$ cat config.mk
export PLATFORM = sky130hd
export DESIGN_NAME = cpu_ctrl_seq
export DESIGN_NICKNAME = d
export VERILOG_FILES = /design/src/rtl/cpu_ctrl_pkg.sv /design/src/rtl/cpu_ctrl_decode.sv /design/src/rtl/cpu_ctrl_seq.sv
export SDC_FILE = /design/constraint.sdc
export NUM_CORES = 1
export LEC_CHECK = 0
export CAP_MARGIN = 20
export CORE_UTILIZATION = 41
export DETAILED_ROUTE_END_ITERATION = 8
export PLACE_DENSITY = 0.78
export RECOVER_POWER = 50
export SYNTH_ARGS = -nofsm -noshare
export SYNTH_HDL_FRONTEND = slang
export SYNTH_HIERARCHICAL = 1
export SYNTH_SLANG_ARGS = --single-unit
$ cat constraint.sdc
create_clock -name clk -period 2.45 [get_ports clk]
set_input_delay 0.735 -clock clk [delete_from_list [all_inputs] [get_ports clk]]
set_output_delay 0.735 -clock clk [all_outputs]
set_load 0.02 [all_outputs]
$ cat src/rtl/cpu_ctrl_pkg.sv
// Shared definitions for the accumulator-CPU microsequencer: opcodes, T-state codes, control word.
// The optional single-step input is enabled by the CPU_CTRL_STEP_EN macro in cpu_ctrl_seq.
package cpu_ctrl_pkg;

  localparam int OP_W = 4;
  localparam int TS_W = 3;

  localparam logic [OP_W-1:0] OP_NOP = 4'b0000;
  localparam logic [OP_W-1:0] OP_LDA = 4'b0001;
  localparam logic [OP_W-1:0] OP_ADD = 4'b0010;
  localparam logic [OP_W-1:0] OP_SUB = 4'b0011;
  localparam logic [OP_W-1:0] OP_STA = 4'b0100;
  localparam logic [OP_W-1:0] OP_LDI = 4'b0101;
  localparam logic [OP_W-1:0] OP_JMP = 4'b0110;
  localparam logic [OP_W-1:0] OP_JC  = 4'b0111;
  localparam logic [OP_W-1:0] OP_JZ  = 4'b1000;
  localparam logic [OP_W-1:0] OP_OUT = 4'b1110;
  localparam logic [OP_W-1:0] OP_HLT = 4'b1111;

  typedef enum logic [TS_W-1:0] {
    T0     = 3'd0,
    T1     = 3'd1,
    T2     = 3'd2,
    T3     = 3'd3,
    T4     = 3'd4,
    T_HALT = 3'd5
  } tstate_e;

  // flag_cap and hlt are internal requests to the top; they never leave the sequencer.
  typedef struct packed {
    logic pc_out;
    logic pc_inc;
    logic pc_load;
    logic mar_load;
    logic ram_out;
    logic ram_load;
    logic ir_load;
    logic ir_out;
    logic a_load;
    logic a_out;
    logic b_load;
    logic alu_out;
    logic alu_cut;
    logic out_load;
    logic flag_cap;
    logic hlt;
  } ctrl_t;

  localparam ctrl_t CTRL_IDLE = '0;

endpackage

$ cat src/rtl/cpu_ctrl_decode.sv
// Combinational microcode decoder: (T-state, opcode, flags) -> control word plus last-step flag.
// HALT and unreachable T-states decode to an all-zero control word.
module cpu_ctrl_decode
  import cpu_ctrl_pkg::*;
(
  input  tstate_e         t_state_i,
  input  logic [OP_W-1:0] opcode_i,
  input  logic            flag_cy_i,
  input  logic            flag_z_i,
  output ctrl_t           ctrl_o,
  output logic            last_o
);

  always_comb begin
    ctrl_o = CTRL_IDLE;
    last_o = 1'b0;
    case (t_state_i)
      T0: begin
        ctrl_o.pc_out   = 1'b1;
        ctrl_o.mar_load = 1'b1;
      end
      T1: begin
        ctrl_o.ram_out = 1'b1;
        ctrl_o.ir_load = 1'b1;
        ctrl_o.pc_inc  = 1'b1;
      end
      T2: begin
        last_o = 1'b1;
        case (opcode_i)
          OP_LDA, OP_ADD, OP_SUB, OP_STA: begin
            ctrl_o.ir_out   = 1'b1;
            ctrl_o.mar_load = 1'b1;
            last_o          = 1'b0;
          end
          OP_LDI: begin
            ctrl_o.ir_out = 1'b1;
            ctrl_o.a_load = 1'b1;
          end
          OP_JMP: begin
            ctrl_o.ir_out  = 1'b1;
            ctrl_o.pc_load = 1'b1;
          end
          // Conditional jumps look only at the registered flags.
          OP_JC: begin
            ctrl_o.ir_out  = 1'b1;
            ctrl_o.pc_load = flag_cy_i;
          end
          OP_JZ: begin
            ctrl_o.ir_out  = 1'b1;
            ctrl_o.pc_load = flag_z_i;
          end
          OP_OUT: begin
            ctrl_o.a_out    = 1'b1;
            ctrl_o.out_load = 1'b1;
          end
          OP_HLT:  ctrl_o.hlt = 1'b1;
          default: ;
        endcase
      end
      T3: begin
        last_o = 1'b1;
        case (opcode_i)
          OP_LDA: begin
            ctrl_o.ram_out = 1'b1;
            ctrl_o.a_load  = 1'b1;
          end
          OP_ADD, OP_SUB: begin
            ctrl_o.ram_out = 1'b1;
            ctrl_o.b_load  = 1'b1;
            last_o         = 1'b0;
          end
          OP_STA: begin
            ctrl_o.a_out    = 1'b1;
            ctrl_o.ram_load = 1'b1;
          end
          default: ;
        endcase
      end
      T4: begin
        last_o = 1'b1;
        if (opcode_i == OP_ADD || opcode_i == OP_SUB) begin
          ctrl_o.alu_out  = 1'b1;
          ctrl_o.a_load   = 1'b1;
          ctrl_o.flag_cap = 1'b1;
          ctrl_o.alu_cut  = (opcode_i == OP_SUB);
        end
      end
      default: last_o = 1'b1;
    endcase
  end

endmodule

$ cat src/rtl/cpu_ctrl_seq.sv
// Microsequencer top: T-state register, flag register, sticky halt and strobe gating.
// Defining CPU_CTRL_STEP_EN adds a 'step' input that advances one micro-step per pulse.
module cpu_ctrl_seq
  import cpu_ctrl_pkg::*;
#(
  parameter int OPCODE_W = OP_W,
  parameter int TSTATE_W = TS_W
) (
  input  logic                clk,
  input  logic                rst_n,
`ifdef CPU_CTRL_STEP_EN
  input  logic                step,
`endif
  input  logic [OPCODE_W-1:0] ir_opcode,
  input  logic                alu_cy,
  input  logic                alu_z,
  output logic                pc_out,
  output logic                pc_inc,
  output logic                pc_load,
  output logic                mar_load,
  output logic                ram_out,
  output logic                ram_load,
  output logic                ir_load,
  output logic                ir_out,
  output logic                a_load,
  output logic                a_out,
  output logic                b_load,
  output logic                alu_out,
  output logic                alu_cut,
  output logic                out_load,
  output logic                flag_cy,
  output logic                flag_z,
  output logic                halt,
  output logic [TSTATE_W-1:0] t_state
);

  tstate_e state_q, state_d;
  logic    flag_cy_q, flag_cy_d;
  logic    flag_z_q, flag_z_d;
  ctrl_t   ctrl, ctrl_gated;
  logic    last;
  logic    adv;

`ifdef CPU_CTRL_STEP_EN
  assign adv = step;
`else
  assign adv = 1'b1;
`endif

  cpu_ctrl_decode u_decode (
    .t_state_i (state_q),
    .opcode_i  (ir_opcode),
    .flag_cy_i (flag_cy_q),
    .flag_z_i  (flag_z_q),
    .ctrl_o    (ctrl),
    .last_o    (last)
  );

  always_comb begin
    state_d   = state_q;
    flag_cy_d = flag_cy_q;
    flag_z_d  = flag_z_q;
    case (state_q)
      T0:      if (adv) state_d = T1;
      T1:      if (adv) state_d = T2;
      T2:      if (adv) state_d = ctrl.hlt ? T_HALT : (last ? T0 : T3);
      T3:      if (adv) state_d = last ? T0 : T4;
      T4:      if (adv) state_d = T0;
      T_HALT:  state_d = T_HALT;
      default: state_d = T0;
    endcase
    if (adv && ctrl.flag_cap) begin
      flag_cy_d = alu_cy;
      flag_z_d  = alu_z;
    end
  end

  always_ff @(posedge clk or negedge rst_n) begin
    if (!rst_n) begin
      state_q   <= T0;
      flag_cy_q <= 1'b0;
      flag_z_q  <= 1'b0;
    end else begin
      state_q   <= state_d;
      flag_cy_q <= flag_cy_d;
      flag_z_q  <= flag_z_d;
    end
  end

  // Strobes drop immediately on reset, not at the next edge.
  assign ctrl_gated = (rst_n && adv) ? ctrl : CTRL_IDLE;

  assign pc_out   = ctrl_gated.pc_out;
  assign pc_inc   = ctrl_gated.pc_inc;
  assign pc_load  = ctrl_gated.pc_load;
  assign mar_load = ctrl_gated.mar_load;
  assign ram_out  = ctrl_gated.ram_out;
  assign ram_load = ctrl_gated.ram_load;
  assign ir_load  = ctrl_gated.ir_load;
  assign ir_out   = ctrl_gated.ir_out;
  assign a_load   = ctrl_gated.a_load;
  assign a_out    = ctrl_gated.a_out;
  assign b_load   = ctrl_gated.b_load;
  assign alu_out  = ctrl_gated.alu_out;
  assign alu_cut  = ctrl_gated.alu_cut;
  assign out_load = ctrl_gated.out_load;

  assign flag_cy = flag_cy_q;
  assign flag_z  = flag_z_q;
  assign halt    = (state_q == T_HALT);
  assign t_state = state_q;

endmodule

**Word level (Yosys, flattened, before mapping)**

Index checks and enable logic that the tools add are counted.

- Muxes and demuxes: 34
- Equality and inequality tests: 15
- Reduce and logical (&&, ||, !) cells: 7

Operators by type and width:

| kind | number |
|---|---|
| $mux 1 | 21 |
| $eq 4x3->1 const B | 4 |
| $mux 16 | 1 |
| $pmux 3 s5 | 1 |
| $eq 4x4->1 const B | 3 |
| $pmux 1 s3 | 3 |
| $eq 4x2->1 const B | 2 |
| $reduce_or 8->1 | 1 |
| $eq 3x2->1 const B | 2 |
| $eq 3x3->1 const B | 2 |
| $mux 2 | 3 |
| $mux 3 | 2 |
| $pmux 1 s2 | 3 |
| $eq 4x1->1 const B | 1 |
| $reduce_or 2->1 | 2 |
| $reduce_or 4->1 | 1 |
| $eq 3x1->1 const B | 1 |
| $logic_not 3->1 | 1 |
| $reduce_or 3->1 | 1 |
| $logic_or 1x1->1 | 1 |

- Output and inout bits: 20
- Word-level logic and storage cells: 59
- Bits of input ports: 8
- Register bits: 5

**Depth between registers and ports, before layout**

- Word-level depth: 7
- Gate-level depth with buffers: 6
- Depth with buffers taken out: 5

**Hierarchy**

The synthesis kept the hierarchy.

Modules (own cells, without submodules):

| module | area each (µm²) | cells an instance | instances |
|---|---|---|---|
| cpu_ctrl_decode | 330.3 | 47 | 1 |
| cpu_ctrl_seq | 316.6 | 32 | 1 |

**Worst setup path after synthesis**

No wires, ideal clock.

- Kind: input -> output
- Start point: input port ir_opcode[1]
- End point: output port a_load
- Cell stages on the path: 5
- Setup slack: 106 ps
- Arrival: 1609 ps
- Data required time: 1715 ps
- Cells stage by stage: buf_6 -> and2b_1 -> and4b_4 -> a41o_1 -> and2_1

RTL lines:

| what | RTL line | source |
|---|---|---|
| start, declared | cpu_ctrl_seq.sv:14 | `input logic [OPCODE_W-1:0] ir_opcode,` |
| end, declared | cpu_ctrl_seq.sv:25 | `output logic a_load,` |

**Worst setup path after layout**

- Start point: input port rst_n
- End point: output port pc_load

- Cells in the longest elaborated chain, start to end: 1

Ends and longest elaborated chain:

| what | RTL line | source |
|---|---|---|
| start, declared | cpu_ctrl_seq.sv:10 | `input logic rst_n,` |
| $mux 16 | cpu_ctrl_seq.sv:91 | `assign ctrl_gated = (rst_n && adv) ? ctrl : CTRL_IDLE;` |
| end, declared | cpu_ctrl_seq.sv:19 | `output logic pc_load,` |

No other way between the ends.

==> impl_metrics.toml <==
[clock_network]
ctsHtreeMaxLevel = 1
clk_pin_slew_ns = 0.04
clockBufferDepth = 2
cts_root_buf = "clkbuf_4"
clock_latency_ns = 0.24
clkSinkCount = 5
cts_tree = "yes"
cts_inserted_buffers = 3

[floorplan]
dieWidth_um = 41.72
rows = 13
ios = 28
start_util_pct = 46.79
core_area_um2 = 1383
die-area_um2 = 1741
die_h_um = 41.72

[worst_setup_path]
cp-start-kind = "input port"
max_stage_delay_ns = 0.55
path_buf_inv = 3
cp.required_ns = 1.71
cp-startpoint = "rst_n"
crit_path_end_kind = "primary output"
cp_cell_sequence = "dlygate4sd3_1 -> buf_4 -> and2_1 -> buf_6"
cp_data_arrival_time_ns = 1.75
ff2ff_setup_slack_ns = 0.67
r2r-start = "t_state[0]"
crit_cells = 4
reg2reg_depth = 5
path_class = "in2out"
r2r_end = "t_state[1]"
crit_family = "buffers and inverters"
cpMaxStageDelayCell = "dlygate4sd3_1"
crit_fanout = 11

[timing]
grt_setup_unrepaired = "true"
period_minus_slack_ns = 2.485
drv_slew = 0
layout_setup_ws_ns = -0.03497
tightest_slew_ns = 0.3969
finalSetupViolations = 14
finalHoldViolCount = 0
max_freq_mhz = 402.4
relSlewSlack_pct = 73.34
finalCritPeriodShare_pct = 101.4
clock_skew_ns = 0.003024
totalNegativeSetupSlack_ns = -0.3001

[route]
antenna_left = 0
first_pass_iters = 4
drc = 0
viasPerCell = 5.425
wl_per_cell_um = 13.54
vias = 727
routed_wl_um = 1815
drt_iter0_markers = 9

[power]
power_leakage_nw = 0.4886
powerDensity_nw_per_um2 = 907.0
p_total_w = 0.0008965
ir_drop_uv = 698.4

[grt]
grt_max_degree = 19
grt_first_pass_wirelength_um = 2898
grt_pass1_vias = 681
track_usage_pct = 21.11
antenna_found_initial = 0
grt-ovfl-total = 0

[logic_synthesis]
ys_top_cells_by_area = "dfrtp_1 19%, and2_1 14%, buf_6 5.2%"
synth_area_um2 = 646.9
syn_nets = 87
yosysWarningCount = 6
syn_area_per_cell_um2 = 8.188
yosys.area.top_type = "dfrtp_1"
synthCells = 79
synth.most_common_cell = "and2_1"
ys_types = 38
synth_top_area_share_pct = 19.34
synth_common_cells = "14 x and2_1, 5 x dfrtp_1, 4 x inv_1, 4 x nand2_1, 4 x nor3_1"
synthFlopType = "dfrtp_1"
synth-seq-area-share_pct = 19.34
async_flop_share_pct = 100.0
synth_edf_count = 0
yosys_register_bits = 5

[placement]
place.gp.congestion = 0.8565
hpwl_um = 1335
dpl.cell_count = 127
dpl_cell_area_um2 = 975.9
portBuffers = 27
dp_slack_ns = -0.9308

[layout]
drive_gt1_share_pct = 42.02
final_cells = 134
fin_area_um2 = 988.4
nets = 128
n_antenna_cell = 0
area_growth_syn_to_layout_pct = 52.80

[run]
drv_cap = 0

[min_path]
holdPathEnd = "flag_cy"
hp-start = "flag_cy"
hold_path.class = "reg2reg"
holdPathStages = 1

[status]
outcome = "finished with violations"
violations = "negative setup slack"
[worst max-delay path by stage]
stage                    end
finish               pc_load
global route          ir_out
CTS                 mar_load
detailed placement   pc_load
global placement     pc_load
floorplan             a_load
[layout by cell type, fill, tap and decap left out, drive strengths merged, types with 2 or more instances in the layout]
master         netlist  routed
buf                  7      34
and2                15      15
o21a                 2       2
dlygate4sd3          0       4
a21oi                3       3
mux2                 2       2
nand3                2       2
inv                  4       4
and2b                2       2
nor3                 6       6
a211oi               2       2
clkdlybuf4s50        0       4
nand2b               3       3
o21ai                2       2
clkbuf               1       6
dfrtp                5       5
nand2                4       4
nor2                 3       3
or4bb                2       2
[layout make-up]
class | count | area [µm²]
inverters | 4 | 15.01
repair buffers | 44 | 347.8
well taps | 15 | 18.77
flip-flops and latches | 5 | 125.1
multi-input cells | 62 | 455.4
clock buffers | 4 | 26.28
fillers | 120 | 394.1
[logic make-up (layout without fill, tap and decap cells)]
kind of cell	Yosys count	in the layout	share of synthesized area, %
xor+xnor	2	2	2.708
buf+inv	12	52	12.38
compound gates	14	14	16.05
mux	2	2	3.481
simple gates	44	44	46.04
flops	5	5	19.34
[report_power, final]
group,total (W),internal [W],switching (W),leakage [nW]
clock network,0.0000911,0.0000613,0.0000298,0.0150
logic,0.000651,0.000299,0.000352,0.409
registers,0.000155,0.000125,0.0000296,0.0651
total,0.000897,0.000485,0.000411,0.489
[repair_timing]
action	CTS	global route
pin swaps	9	8
setup endpoints to repair	15	7
buffers inserted	1	2
resized for setup	85	10
hold buffers	0	0
[sequential cells by signal, indices dropped and copies added (netlist names)]
name and cells:
t_state 3, flag_cy 1, flag_z 1
[metal layers]
layer / share of wire (%) / track usage, %
met5: 0 / 0
met1: 42 / 24.34
met2: 51 / 36.25
met3: 3.7 / 2.609
met4: 3.1 / 13.55
[through the flow]
stage	hold WS (ns)	util, %
global placement	0.5474	70.59
finish	0.5606	71.49
floorplan	0.4394	-
detailed placement	0.5570	70.59
CTS	0.5655	69.14
global route	0.6112	71.49
(Power assumes the default switching activity.)
